## src/rtl/axi4_lite_master_pkg.sv

```systemverilog
// Shared AXI4-Lite definitions: response codes, master FSM states and the
// command/response records latched by axi4_lite_master.
package axi4_lite_master_pkg;

    localparam logic [1:0] RESP_OKAY   = 2'b00;
    localparam logic [1:0] RESP_SLVERR = 2'b10;
    localparam logic [1:0] RESP_DECERR = 2'b11;

    // Record widths; the master casts its port widths onto these fields.
    localparam int AXIL_ADDR_W = 32;
    localparam int AXIL_DATA_W = 32;
    localparam int AXIL_STRB_W = AXIL_DATA_W / 8;

    typedef enum logic [2:0] {
        ST_IDLE     = 3'd0,
        ST_WR_REQ   = 3'd1,
        ST_WR_RESP  = 3'd2,
        ST_RD_REQ   = 3'd3,
        ST_RD_RESP  = 3'd4,
        ST_RSP_HOLD = 3'd5
    } axil_mst_state_e;

    typedef struct packed {
        logic                   write;
        logic [AXIL_ADDR_W-1:0] addr;
        logic [AXIL_DATA_W-1:0] wdata;
        logic [AXIL_STRB_W-1:0] wstrb;
    } axil_cmd_t;

    typedef struct packed {
        logic                   write;
        logic [AXIL_DATA_W-1:0] rdata;
        logic [1:0]             resp;
    } axil_rsp_t;

    function automatic logic resp_is_err(input logic [1:0] resp);
        return resp != RESP_OKAY;
    endfunction

endpackage

```

## src/rtl/axi4_lite_master.sv

```systemverilog
// Command-driven AXI4-Lite initiator, one transaction in flight at a time.
// Optional error counter output enabled by AXI4_LITE_MASTER_ERR_CNT_EN.
//
// state       | meaning
// IDLE        | cmd_ready high, waiting for a command
// WR_REQ      | AW and W offered, each drops after its own handshake
// WR_RESP     | bready high, waiting for B
// RD_REQ      | AR offered until arready
// RD_RESP     | rready high, waiting for R
// RSP_HOLD    | rsp_valid high with stable payload until rsp_ready
module axi4_lite_master
    import axi4_lite_master_pkg::*;
#(
    parameter int ADDR_WIDTH = 32,
    parameter int DATA_WIDTH = 32,
    localparam int STRB_WIDTH = DATA_WIDTH / 8
) (
    input  logic                  aclk,
    input  logic                  aresetn,

    input  logic                  cmd_valid,
    output logic                  cmd_ready,
    input  logic                  cmd_write,
    input  logic [ADDR_WIDTH-1:0] cmd_addr,
    input  logic [DATA_WIDTH-1:0] cmd_wdata,
    input  logic [STRB_WIDTH-1:0] cmd_wstrb,

    output logic                  rsp_valid,
    input  logic                  rsp_ready,
    output logic                  rsp_write,
    output logic [DATA_WIDTH-1:0] rsp_rdata,
    output logic [1:0]            rsp_resp,

    output logic [ADDR_WIDTH-1:0] awaddr,
    output logic                  awvalid,
    input  logic                  awready,
    output logic [DATA_WIDTH-1:0] wdata,
    output logic [STRB_WIDTH-1:0] wstrb,
    output logic                  wvalid,
    input  logic                  wready,
    input  logic [1:0]            bresp,
    input  logic                  bvalid,
    output logic                  bready,
    output logic [ADDR_WIDTH-1:0] araddr,
    output logic                  arvalid,
    input  logic                  arready,
    input  logic [DATA_WIDTH-1:0] rdata,
    input  logic [1:0]            rresp,
    input  logic                  rvalid,
`ifdef AXI4_LITE_MASTER_ERR_CNT_EN
    output logic [15:0]           err_count,
`endif
    output logic                  rready
);

    axil_mst_state_e r_state;
    axil_mst_state_e w_state_nxt;

    axil_cmd_t r_cmd;
    axil_rsp_t r_rsp;
    logic      r_cmd_ready;
    logic      r_awvalid;
    logic      r_wvalid;
    logic      r_arvalid;

    logic w_cmd_fire;
    logic w_aw_fire;
    logic w_w_fire;
    logic w_ar_fire;
    logic w_b_fire;
    logic w_r_fire;

    always_ff @(posedge aclk) begin
        if (!aresetn) begin
            r_state <= ST_IDLE;
        end else begin
            r_state <= w_state_nxt;
        end
    end

    always_comb begin
        w_state_nxt = r_state;
        w_cmd_fire  = 1'b0;
        w_aw_fire   = 1'b0;
        w_w_fire    = 1'b0;
        w_ar_fire   = 1'b0;
        w_b_fire    = 1'b0;
        w_r_fire    = 1'b0;
        case (r_state)
            ST_IDLE: begin
                if (cmd_valid && r_cmd_ready) begin
                    w_cmd_fire  = 1'b1;
                    w_state_nxt = cmd_write ? ST_WR_REQ : ST_RD_REQ;
                end
            end
            ST_WR_REQ: begin
                w_aw_fire = r_awvalid && awready;
                w_w_fire  = r_wvalid && wready;
                // Both channels done, counting a handshake landing this cycle.
                if ((!r_awvalid || awready) && (!r_wvalid || wready)) begin
                    w_state_nxt = ST_WR_RESP;
                end
            end
            ST_WR_RESP: begin
                if (bvalid) begin
                    w_b_fire    = 1'b1;
                    w_state_nxt = ST_RSP_HOLD;
                end
            end
            ST_RD_REQ: begin
                if (r_arvalid && arready) begin
                    w_ar_fire   = 1'b1;
                    w_state_nxt = ST_RD_RESP;
                end
            end
            ST_RD_RESP: begin
                if (rvalid) begin
                    w_r_fire    = 1'b1;
                    w_state_nxt = ST_RSP_HOLD;
                end
            end
            ST_RSP_HOLD: begin
                if (rsp_ready) begin
                    w_state_nxt = ST_IDLE;
                end
            end
            default: w_state_nxt = ST_IDLE;
        endcase
    end

    always_ff @(posedge aclk) begin
        if (!aresetn) begin
            r_cmd       <= '0;
            r_rsp       <= '0;
            r_cmd_ready <= 1'b0;
            r_awvalid   <= 1'b0;
            r_wvalid    <= 1'b0;
            r_arvalid   <= 1'b0;
        end else begin
            r_cmd_ready <= (w_state_nxt == ST_IDLE);
            if (w_cmd_fire) begin
                r_cmd.write <= cmd_write;
                r_cmd.addr  <= AXIL_ADDR_W'(cmd_addr);
                r_cmd.wdata <= AXIL_DATA_W'(cmd_wdata);
                r_cmd.wstrb <= AXIL_STRB_W'(cmd_wstrb);
                r_awvalid   <= cmd_write;
                r_wvalid    <= cmd_write;
                r_arvalid   <= !cmd_write;
            end
            if (w_aw_fire) begin
                r_awvalid <= 1'b0;
            end
            if (w_w_fire) begin
                r_wvalid <= 1'b0;
            end
            if (w_ar_fire) begin
                r_arvalid <= 1'b0;
            end
            if (w_b_fire) begin
                r_rsp.write <= r_cmd.write;
                r_rsp.rdata <= '0;
                r_rsp.resp  <= bresp;
            end
            if (w_r_fire) begin
                r_rsp.write <= r_cmd.write;
                r_rsp.rdata <= AXIL_DATA_W'(rdata);
                r_rsp.resp  <= rresp;
            end
        end
    end

`ifdef AXI4_LITE_MASTER_ERR_CNT_EN
    logic [15:0] r_err_count;

    always_ff @(posedge aclk) begin
        if (!aresetn) begin
            r_err_count <= '0;
        end else if (((w_b_fire && resp_is_err(bresp)) || (w_r_fire && resp_is_err(rresp)))
                     && (r_err_count != 16'hFFFF)) begin
            r_err_count <= r_err_count + 16'd1;
        end
    end

    assign err_count = r_err_count;
`endif

    assign cmd_ready = r_cmd_ready;

    assign awaddr  = ADDR_WIDTH'(r_cmd.addr);
    assign awvalid = r_awvalid;
    assign wdata   = DATA_WIDTH'(r_cmd.wdata);
    assign wstrb   = STRB_WIDTH'(r_cmd.wstrb);
    assign wvalid  = r_wvalid;
    assign araddr  = ADDR_WIDTH'(r_cmd.addr);
    assign arvalid = r_arvalid;
    assign bready  = (r_state == ST_WR_RESP);
    assign rready  = (r_state == ST_RD_RESP);

    assign rsp_valid = (r_state == ST_RSP_HOLD);
    assign rsp_write = r_rsp.write;
    assign rsp_rdata = DATA_WIDTH'(r_rsp.rdata);
    assign rsp_resp  = r_rsp.resp;

endmodule

```

## config.mk

```make
export PLATFORM = sky130hd
export DESIGN_NAME = axi4_lite_master
export DESIGN_NICKNAME = d
export VERILOG_FILES = /design/src/rtl/axi4_lite_master_pkg.sv /design/src/rtl/axi4_lite_master.sv
export SDC_FILE = /design/constraint.sdc
export NUM_CORES = 1
export LEC_CHECK = 0
export CELL_PAD_IN_SITES_DETAIL_PLACEMENT = 1
export CELL_PAD_IN_SITES_GLOBAL_PLACEMENT = 2
export CORE_MARGIN = 5
export CORE_UTILIZATION = 19
export DETAILED_ROUTE_END_ITERATION = 8
export GPL_TIMING_DRIVEN = 0
export PLACE_DENSITY = 0.78
export SYNTH_ARGS = -nofsm -noshare
export SYNTH_HDL_FRONTEND = slang
export SYNTH_SLANG_ARGS = --single-unit
```

## constraint.sdc

```tcl
create_clock -name aclk -period 1.5 [get_ports aclk]
set_clock_uncertainty 0.05 [all_clocks]
set_input_delay 0.3 -clock aclk [delete_from_list [all_inputs] [get_ports aclk]]
set_output_delay 0.3 -clock aclk [all_outputs]
set_load 0.02 [all_outputs]
```

Word level (Yosys, flattened, before mapping) --
Index checks and enable logic that the tools add are counted.
Cells by class: eq/ne operators 5, multiplexer cells 20, bitwise logic cells 1, reduce and logical (&&, ||, !) cells 16
Operators by type and width (count):
- $mux 35 | 2
- $mux 3 | 6
- $pmux 3 s6 | 1
- $mux 1 | 10
- $eq 3x2->1 const B | 2
- $eq 3x3->1 const B | 2
- $logic_not 3->1 | 2
- $reduce_or 2->1 | 3
- $logic_and 1x1->1 | 5
- $eq 3x1->1 const B | 1
- $logic_not 1->1 | 3
- $logic_or 1x1->1 | 2
- $mux 2 | 1
- $reduce_bool 2->1 | 1
- $not 1->1 | 1
Storage, ports and cells: bits in registers 111, input port bits 114, output and inout port bits 142, logic and storage cells 54

Logic depth before layout (Yosys ltp) --
Gate-level depths: netlist of run 1.
depth in word-level cells 6, gate-level depth with buffers 6, mapped depth without buffers 4

Least setup slack after synthesis of run 1 --
No wires, ideal clock.
path kind reg-to-reg, start point register r_cmd_ready, in the netlist cmd_ready, end point register r_awvalid, in the netlist awvalid, setup time 0.140 ns, arrival 1.403 ns, path slack -0.093 ns, cell stages (with the launch flop) 7, period minus slack after synthesis 1.593 ns, path through dfxtp_1 > nand2_1 > or4_1 > buf_2 > buf_6 > o21ai_2 > a311oi_1
Between the ends: cells in the longest elaborated chain, start to end 3
RTL lines:
- start: declaration | RTL line axi4_lite_master.sv:61 | logic r_cmd_ready;
- start signal: assignment | RTL line axi4_lite_master.sv:140 | r_cmd_ready <= (w_state_nxt == ST_IDLE);
- $logic_and 1x1->1 | RTL line axi4_lite_master.sv:91 | if (cmd_valid && r_cmd_ready) begin
- $mux 1 | RTL line axi4_lite_master.sv:91
- $mux 1 | RTL line axi4_lite_master.sv:89 | case (r_state)
- end signal: assignment | RTL line axi4_lite_master.sv:146 | r_awvalid <= cmd_write;
- end: declaration | RTL line axi4_lite_master.sv:62 | logic r_awvalid;
No other way between the ends. A chain may end at the register's enable or synchronous reset.

Final worst setup path of run 1 --
start point register r_state[1], end point register r_awvalid, in the netlist awvalid
Between the ends: cells in the longest elaborated chain, start to end 3, elaborated cells between the ends (all ways) 5, those cells by class 1 x eq/ne; 2 x mux; 2 x reduce/logical
RTL lines:
- start: declaration | RTL line axi4_lite_master.sv:56 | axil_mst_state_e r_state;
- start signal: assignment | RTL line axi4_lite_master.sv:77 | r_state <= w_state_nxt;
- $eq 3x1->1 | RTL line axi4_lite_master.sv:89
- $mux 1 | RTL line axi4_lite_master.sv:89
- $reduce_or 2->1 (no source line)
Parallel ways exist; a longest one is shown, timed or not.

==> out/results.tsv, run 1 <==
metric	value	unit
CTS clock-pin slew for the worst setup and hold paths	80	ps
leading area contributor after synthesis	dfxtp_1	
Placed Area	7810	sq um
worst-path fanout max	8	
Via density	4.01	
sequential element share of the synthesized area	46.0	%
H-tree depth	3	
total leakage power	4.08	nW
die width	170	um
worst path required time	1680	ps
Max-Cap Viols	0	
synth top area cells	dfxtp_1 46%, buf_4 17%, nand2_1 11%	
crit path cell chain	or4_4 -> buf_12 -> buf_12 -> o21ai_2 -> a311oi_1	
clock tree from TritonCTS	yes	
Most common cell on crit path	buf_12	
GRT Total Usage	13.1	%
CP delay by family, top	simple AND/OR/NAND/NOR gates	
vias in the first global route	5033	
Slew HR	49.6	%
placed insts	1156	
Max Clk Rate	600	MHz
fin crit share	111	%
number of buffer and inverter stages on the critical path	2	
Worst Path Arrival	1840	ps
syn avg cell area	8.47	sq um
area delta synth->final	98.8	%
core footprint	25100	sq um
failing checks	negative setup slack	
syn nets	685	
Num Clock Sinks	111	
Finish-stage setup viols	106	
design area	9610	sq um
I/O Buffers	255	
RSZ-0062 raised after global routing	true	
CTS max path bufs	2	
DRC violations left	0	
HPWL after DPL	13.9	mm
Placer Congestion	0.713	
die height	170	um
worst vdd ir	579	uV
DR WL/cell	16.4	um
I/O Pins	256	
slowest stage delay, CP	590	ps
Setup WS pre-CTS	-894	ps
Yosys reg bits	111	
first-pass GRT wire length	29.5	mm
Worst setup EP type	flip-flop	
Slowest cell on crit path	or4_4	
Max Slew Vio Count	0	
Cells after Synth	571	
status	finished with violations	
Initial DRC Count	99	
synthesis warning total	0	
Worst-Margin Slew	757	ps
worst setup margin	-166	ps
# hold bufs at CTS	0	
final antenna-violating net count	0	
clock latency on the worst-skew pair	350	ps
initial core utilization	19.3	%
Final Net Count	995	
GRT overflow	0	
vias after detailed routing	4889	
Non-Filler Instances	1218	
CP startpoint kind	flip-flop	
antenna violations before repair	2	
Row Count	58	
die area	28700	sq um
total wire length	20.0	mm
final hold violations	0	
crit path time final	1670	ps
Cell Pwr Density	1230	nW/um^2
layout cells sized above 1	52.3	%
synthesized area	4830	sq um
Fin Setup TNS	-7510	ps
top-area cell type share of the netlist area	46.0	%
largest net degree at the start of global routing	19	
CTS root buffer	clkbuf_16	
Hold WC Path Type	flip-flop to flip-flop	
DR pass1 iterations	4	
Final Util	38.3	%
Yosys cell types	34	
CTS Buf Count	9	
CP Class	flip-flop to flip-flop	
layout by cell type (no fill, tap or decap), types with 4 or more instances in the layout:
cell type and count:
buf_6 17, clkbuf_16 14, dfxtp_2 19, a22oi_2 32, a21oi_1 15, a21boi_2 6, clkbuf_1 7, buf_4 124
buf_8 12, clkdlybuf4s15_2 46, buf_16 9, dfxtp_1 89, a21oi_2 27, a211oi_2 4, dlygate4sd2_1 35, nand2_4 37
clkdlybuf4s50_1 110, nand2_2 27, nand2_1 81, clkdlybuf4s15_1 10, buf_12 11, clkbuf_2 46, nor2_1 37, a21boi_1 24
where the power goes:
part	internal (mW)	switching (mW)
clock	1.24	1.18
sequential	3.35	0.327
combinational	3.10	2.64
metal layers:
layer | GRT usage, % | share of wire, % | vias to the layer above
met5 | 0 | 0 | -
met4 | 3.15 | 1.5 | 0
met3 | 4.03 | 6.4 | 16
met2 | 23.2 | 51 | 148
met1 | 15.4 | 41 | 2310
li1 | - | - | 2415
state kept, by name, summed over array words and instances (netlist names):
register   flops
rsp_write      1
wdata         32
araddr        32
rsp_rdata     32
wstrb          4
cmd_ready      1
wvalid         1
awvalid        1
arvalid        1
r_state        3
rsp_resp       2
r_cmd          1
Yosys cell counts:
cell type and n:
nand2_1 145, dfxtp_1 111, buf_4 110, a21oi_1 43
nor2_1 40, a22oi_1 32, a21boi_0 25, buf_2 13
clkbuf_1 11, a21boi_1 5, a211oi_1 4, nand2b_1 3
nor3b_1 3, a311oi_1 2, buf_6 2, inv_1 2
mux2i_1 2, nand3b_1 2, a2111oi_1 1, a21o_1 1
a31o_2 1, and3_1 1, and4_1 1, inv_2 1
nand4_1 1, nor3_4 1, nor4_4 1, nor4b_1 1
o21ai_2 1, o221ai_1 1, o22a_1 1, o41ai_1 1
or4_1 1, or4bb_1 1
layout make-up:
type | count | area, sq um
well taps | 330 | 413
fillers | 2850 | 15500
clock buffers | 11 | 253
plain buffers | 134 | 1140
flip-flops and latches | 111 | 2260
clock inverters | 5 | 40.0
diodes | 2 | 5.00
inverters | 3 | 13.8
multi-input cells | 321 | 2420
repair buffers | 301 | 3070
per-stage QoR:
step / total power, mW / hold slack, ps
4_1_cts: 11.4 / 409
2_1_floorplan: 5.85 / 340
3_5_place_dp: 7.63 / 398
5_1_grt: 12.5 / 424
6_report: 11.8 / 406
3_3_place_gp: 7.58 / 393
logic make-up after synthesis:
family	share of synthesized area [%]
simple gates	17.3
mux	0.414
buf+inv	20.0
flops	46.0
compound gates	16.3
worst min-delay path, stage by stage (launching register included):
cell and delay (ps):
dfxtp_1 310, nand2_1 50, a21oi_1 50
timing repair:
action / CTS / global route
gates cloned: 13 / 5
setup buffers: 25 / 5
pin swaps: 69 / 85
resized for setup: 474 / 221
setup endpoints to repair: 253 / 180
final timing paths:
kind                                  from       end  slack (ps)  depth (start not counted)
worst max-delay path            r_state[1]   awvalid        -170                          5
worst min-delay path              wdata[6]  wdata[6]         410                          2
worst max register to register  r_state[1]   awvalid        -170                          5
worst min register to register    wdata[6]  wdata[6]         410                          2
(Power assumes the default switching activity.)
==> run 2, diff against run 1 <==
--- a/config.mk
+++ b/config.mk
@@ -7,10 +7,10 @@
 export LEC_CHECK = 0
 export CELL_PAD_IN_SITES_DETAIL_PLACEMENT = 1
 export CELL_PAD_IN_SITES_GLOBAL_PLACEMENT = 2
-export CORE_MARGIN = 5
 export CORE_UTILIZATION = 19
 export DETAILED_ROUTE_END_ITERATION = 8
 export GPL_TIMING_DRIVEN = 0
+export MAX_ROUTING_LAYER = met4
 export PLACE_DENSITY = 0.78
 export SYNTH_ARGS = -nofsm -noshare
 export SYNTH_HDL_FRONTEND = slang
==> constraint.sdc (replaced) <==
create_clock -name aclk -period 1.5 [get_ports aclk]
set_clock_uncertainty 0.05 [all_clocks]
set_input_delay 0.3 -clock aclk [delete_from_list [all_inputs] [get_ports aclk]]
set_output_delay 0.3 -clock aclk [all_outputs]
set_load 0.1 [all_outputs]
==> out/results.tsv, run 2 (synthesis results as in run 1) <==
metric	value	unit
Row Count	58	
placed insts	1156	
Via density	3.98	
worst setup margin	-166	ps
GRT overflow	0	
vias after detailed routing	4792	
Worst Path Arrival	1320	ps
final antenna-violating net count	0	
total wire length	18.2	mm
design area	9170	sq um
DR WL/cell	15.2	um
Hold WC Path Type	flip-flop to flip-flop	
die width	162	um
worst path required time	1150	ps
Num Clock Sinks	111	
slowest stage delay, CP	380	ps
most frequent cells in the layout	200 x buf_4, 114 x nand2_1, 111 x clkdlybuf4s50_1, 103 x dfxtp_1, 69 x buf_6	
clock latency on the worst-skew pair	360	ps
I/O Buffers	255	
status	finished with violations	
Worst-Margin Slew	646	ps
CP Class	flip-flop to output port	
RSZ-0062 raised after global routing	true	
GRT Total Usage	14.2	%
worst-path fanout max	5	
Final Net Count	982	
Slowest cell on crit path	dfxtp_4	
first-pass GRT wire length	27.7	mm
worst vdd ir	628	uV
core footprint	25000	sq um
die height	162	um
CP startpoint kind	flip-flop	
CTS max path bufs	2	
DRC violations left	0	
total leakage power	3.91	nW
fill count	2879	
Initial DRC Count	138	
Slew HR	56.9	%
DR pass1 iterations	4	
Worst setup EP type	output port	
crit path cell chain	buf_12 -> inv_6 -> nor3b_4 -> buf_12	
Hold Crit Start	wdata[19]	
H-tree depth	3	
Cell Pwr Density	1570	nW/um^2
Finish-stage setup viols	108	
Final Util	36.6	%
number of buffer and inverter stages on the critical path	3	
CTS clock-pin slew for the worst setup and hold paths	80	ps
Max Clk Rate	600	MHz
Max Slew Vio Count	0	
antenna violations before repair	1	
CTS Buf Count	9	
HPWL after DPL	12.8	mm
worst hold slack	406	ps
Max-Cap Viols	0	
Most common cell on crit path	buf_12	
Setup WS pre-CTS	-883	ps
Non-Filler Instances	1204	
CP startpoint	r_state[0]	
multi-input logic area	2210	sq um
I/O Pins	256	
Fin Setup TNS	-4730	ps
Placed Area	7880	sq um
R2R Path Start	r_state[1]	
die area	26100	sq um
commonest non-fill, non-tap cell in the layout	buf_4	
final hold violations	0	
layout cells sized above 1	49.8	%
initial core utilization	19.3	%
Placer Congestion	0.704	
FF/Latch Area	2250	sq um
Tot Pwr	14.4	mW
CP delay by family, top	flip-flops	
area delta synth->final	89.8	%
clock tree from TritonCTS	yes	
largest net degree at the start of global routing	19	
CTS root buffer	clkbuf_16	
# hold bufs at CTS	0	
vias in the first global route	4964	
failing checks	negative setup slack	
crit path time final	1670	ps
fin crit share	111	%
[run 2: power breakdown]
part           switching [mW]  internal [mW]  total (mW)
sequential              0.270           3.35        3.62
clock                    1.21           1.41        2.62
combinational            5.37           2.83        8.20
total                    6.85           7.58        14.4
[run 2: area by class of cell]
class	instances	share of cell area, %
timing repair buffer	286	30.5
clock inverter	5	0.709
antenna	1	0.0273
multi-input combinational	321	24.1
sequential	111	24.5
buffer	136	12.8
clock buffer	11	2.76
tap	330	4.50
inverter	3	0.177
[run 2: per-layer routing]
| layer | up-vias | wire, um | track usage, % |
|---|---|---|---|
| li1 | 2374 | - | - |
| met1 | 2264 | 7790 | 16.3 |
| met2 | 143 | 9230 | 24.7 |
| met3 | 11 | 1060 | 3.57 |
| met4 | 0 | 166 | 3.34 |
| met5 | - | 0 | - |
[run 2: timing repair]
action	CTS	global route
buffers inserted	21	2
gates resized for setup	1016	133
endpoints found under the setup margin	253	149
cloned	11	1
pin swaps	50	74
[run 2: final timing paths]
path / cells past startpoint / to / slack (ps)
min reg2reg: 2 / wdata[19] / 410
max: 4 / rsp_valid / -170
min: 2 / wdata[19] / 410
max reg2reg: 5 / awvalid / -130
[run 2: worst min-delay path: stages, from the launching register on]
cell and delay [ps]:
dfxtp_1 310, nand2_1 50, a21oi_1 50
==> run 3, diff against run 2 <==
--- a/config.mk
+++ b/config.mk
@@ -7,11 +7,12 @@
 export LEC_CHECK = 0
 export CELL_PAD_IN_SITES_DETAIL_PLACEMENT = 1
 export CELL_PAD_IN_SITES_GLOBAL_PLACEMENT = 2
-export CORE_UTILIZATION = 19
+export CORE_MARGIN = 8
+export CORE_UTILIZATION = 21
 export DETAILED_ROUTE_END_ITERATION = 8
 export GPL_TIMING_DRIVEN = 0
 export MAX_ROUTING_LAYER = met4
-export PLACE_DENSITY = 0.78
+export PLACE_DENSITY = 0.82
 export SYNTH_ARGS = -nofsm -noshare
 export SYNTH_HDL_FRONTEND = slang
 export SYNTH_SLANG_ARGS = --single-unit
==> constraint.sdc (replaced) <==
create_clock -name aclk -period 1.8 [get_ports aclk]
set_clock_uncertainty 0.05 [all_clocks]
set_input_delay 0.36 -clock aclk [delete_from_list [all_inputs] [get_ports aclk]]
set_output_delay 0.36 -clock aclk [all_outputs]
set_load 0.1 [all_outputs]
==> out/results.tsv, run 3 (synthesis results as in run 1) <==
metric	value	unit
met2 Use GR	22.1	%
Row Count	55	
Hold Crit Start	wdata[0]	
fin crit share	99.0	%
I/O Buffers	255	
Cell Pwr Density	1340	nW/um^2
first-pass GRT wire length	28.5	mm
area delta synth->final	61.3	%
Hold Path Sink	wdata[0]	
M1 GR Usage	14.7	%
Max-Cap Viols	0	
M3 GR Usage	5.48	%
die width	168	um
worst vdd ir	458	uV
Setup WS pre-CTS	-775	ps
CTS clock-pin slew for the worst setup and hold paths	80	ps
layout cells sized above 1	36.1	%
vias in the first global route	4881	
I/O Pins	256	
HPWL after DPL	14.5	mm
largest net degree at the start of global routing	21	
initial core utilization	21.4	%
FF/Latch Area	2230	sq um
Final Util	34.5	%
Max Clk Rate	561	MHz
reg-to-reg setup timing slack	130	ps
Worst setup EP type	output port	
Num Clock Sinks	111	
FF-to-FF End	cmd_ready	
CP Class	flip-flop to output port	
Initial DRC Count	150	
Via density	4.08	
# hold bufs at CTS	0	
crit path time final	1780	ps
Slew HR	58.6	%
vias after detailed routing	4599	
Fin Setup TNS	0	ps
design area	7800	sq um
Max Slew Vio Count	0	
antenna violations before repair	0	
most frequent cells in the layout	145 x nand2_1, 113 x clkdlybuf4s50_1, 112 x buf_4, 105 x dfxtp_1, 88 x buf_2	
GRT overflow	0	
CTS Buf Count	9	
Worst Path Arrival	1370	ps
Placed Area	7780	sq um
clock latency on the worst-skew pair	360	ps
RSZ-0062 raised after global routing	true	
multi-input logic area	1680	sq um
die area	28100	sq um
Worst-Margin Slew	622	ps
Placer Congestion	0.732	
DR pass1 iterations	4	
Hold WC Path Type	flip-flop to flip-flop	
GRT Total Usage	13.2	%
CP startpoint kind	flip-flop	
R2R Path Start	r_state[1]	
H-tree depth	3	
reg2reg path depth	5	
die height	168	um
CTS root buffer	clkbuf_16	
final hold violations	0	
Finish-stage setup viols	0	
number of diodes	0	
worst-path fanout max	10	
hold path depth	2	
Tot Pwr	10.5	mW
core footprint	22600	sq um
Final Net Count	952	
DR WL/cell	16.3	um
DRC violations left	0	
total leakage power	3.27	nW
CTS max path bufs	2	
busiest layer in global routing	met2	
worst path required time	1390	ps
commonest non-fill, non-tap cell in the layout	nand2_1	
total wire length	18.3	mm
final antenna-violating net count	0	
clock tree from TritonCTS	yes	
fill count	2691	
status	finished, final reports clean	
worst setup margin	17.4	ps
## run 3: cell count changes in the layout (fill, tap and decap cells not counted), moves of 12 or more
| cell | delta |
|---|---|
| nand2_1 | +31 |
| a22oi_1 | +32 |
| a21oi_2 | -19 |
| a21boi_0 | +25 |
| clkdlybuf4s15_2 | +46 |
| buf_4 | -88 |
| a21boi_1 | -15 |
| a21oi_1 | +20 |
| buf_2 | +88 |
| buf_12 | -12 |
| a22oi_2 | -32 |
| buf_6 | -65 |
| nand2_4 | -23 |
| clkdlybuf4s18_2 | +14 |
## run 3: cell type report
cell class | instances | area share, %
buffer | 136 | 12.6
clock buffer | 9 | 2.89
clock inverter | 7 | 0.770
inverter | 3 | 0.241
multi-input combinational | 321 | 21.5
sequential | 111 | 28.6
tap | 285 | 4.57
timing repair buffer | 256 | 28.8
## run 3: where the power goes
| group | internal, mW | switching (mW) |
|---|---|---|
| Sequential | 2.78 | 0.215 |
| Combinational | 1.42 | 4.05 |
| Clock | 0.973 | 1.04 |
## run 3: worst max path at each step
| stage | from | endpoint | slack (ps) | depth (start not counted) |
|---|---|---|---|---|
| 6_report | r_state[0] | rsp_valid | 20 | 4 |
| 5_1_grt | r_state[0] | rsp_valid | -50 | 4 |
| 4_1_cts | r_state[0] | rsp_valid | -110 | 4 |
| 3_5_place_dp | r_state[0] | rsp_valid | -770 | 4 |
| 3_3_place_gp | r_state[0] | rsp_valid | -770 | 4 |
| 2_1_floorplan | r_state[0] | rsp_valid | -150 | 3 |
## run 3: timing repair
item | 4_1_cts | 5_1_grt
gates resized for setup | 545 | 92
endpoints found under the setup margin | 172 | 76
setup buffers | 0 | 1
pin swaps | 0 | 2
## run 3: critical path, cell delays in order (launching register included)
cell,delay [ps]
dfxtp_4,380
buf_12,150
inv_8,40
nor3b_4,240
buf_12,210
## run 3: metal layers
layer | routed length [um] | vias to the layer above
met5 | 0 | -
met4 | 178 | 0
met3 | 1500 | 13
met2 | 8840 | 147
met1 | 7820 | 2124
li1 | - | 2315
## run 3: through the flow
stage / cells / hold WS, ps
after CTS: 1127 / 410
final: 1128 / 407
after detailed placement: 1111 / 399
after global routing: 1128 / 422
after global placement: 1111 / 393
after floorplan: 571 / 382
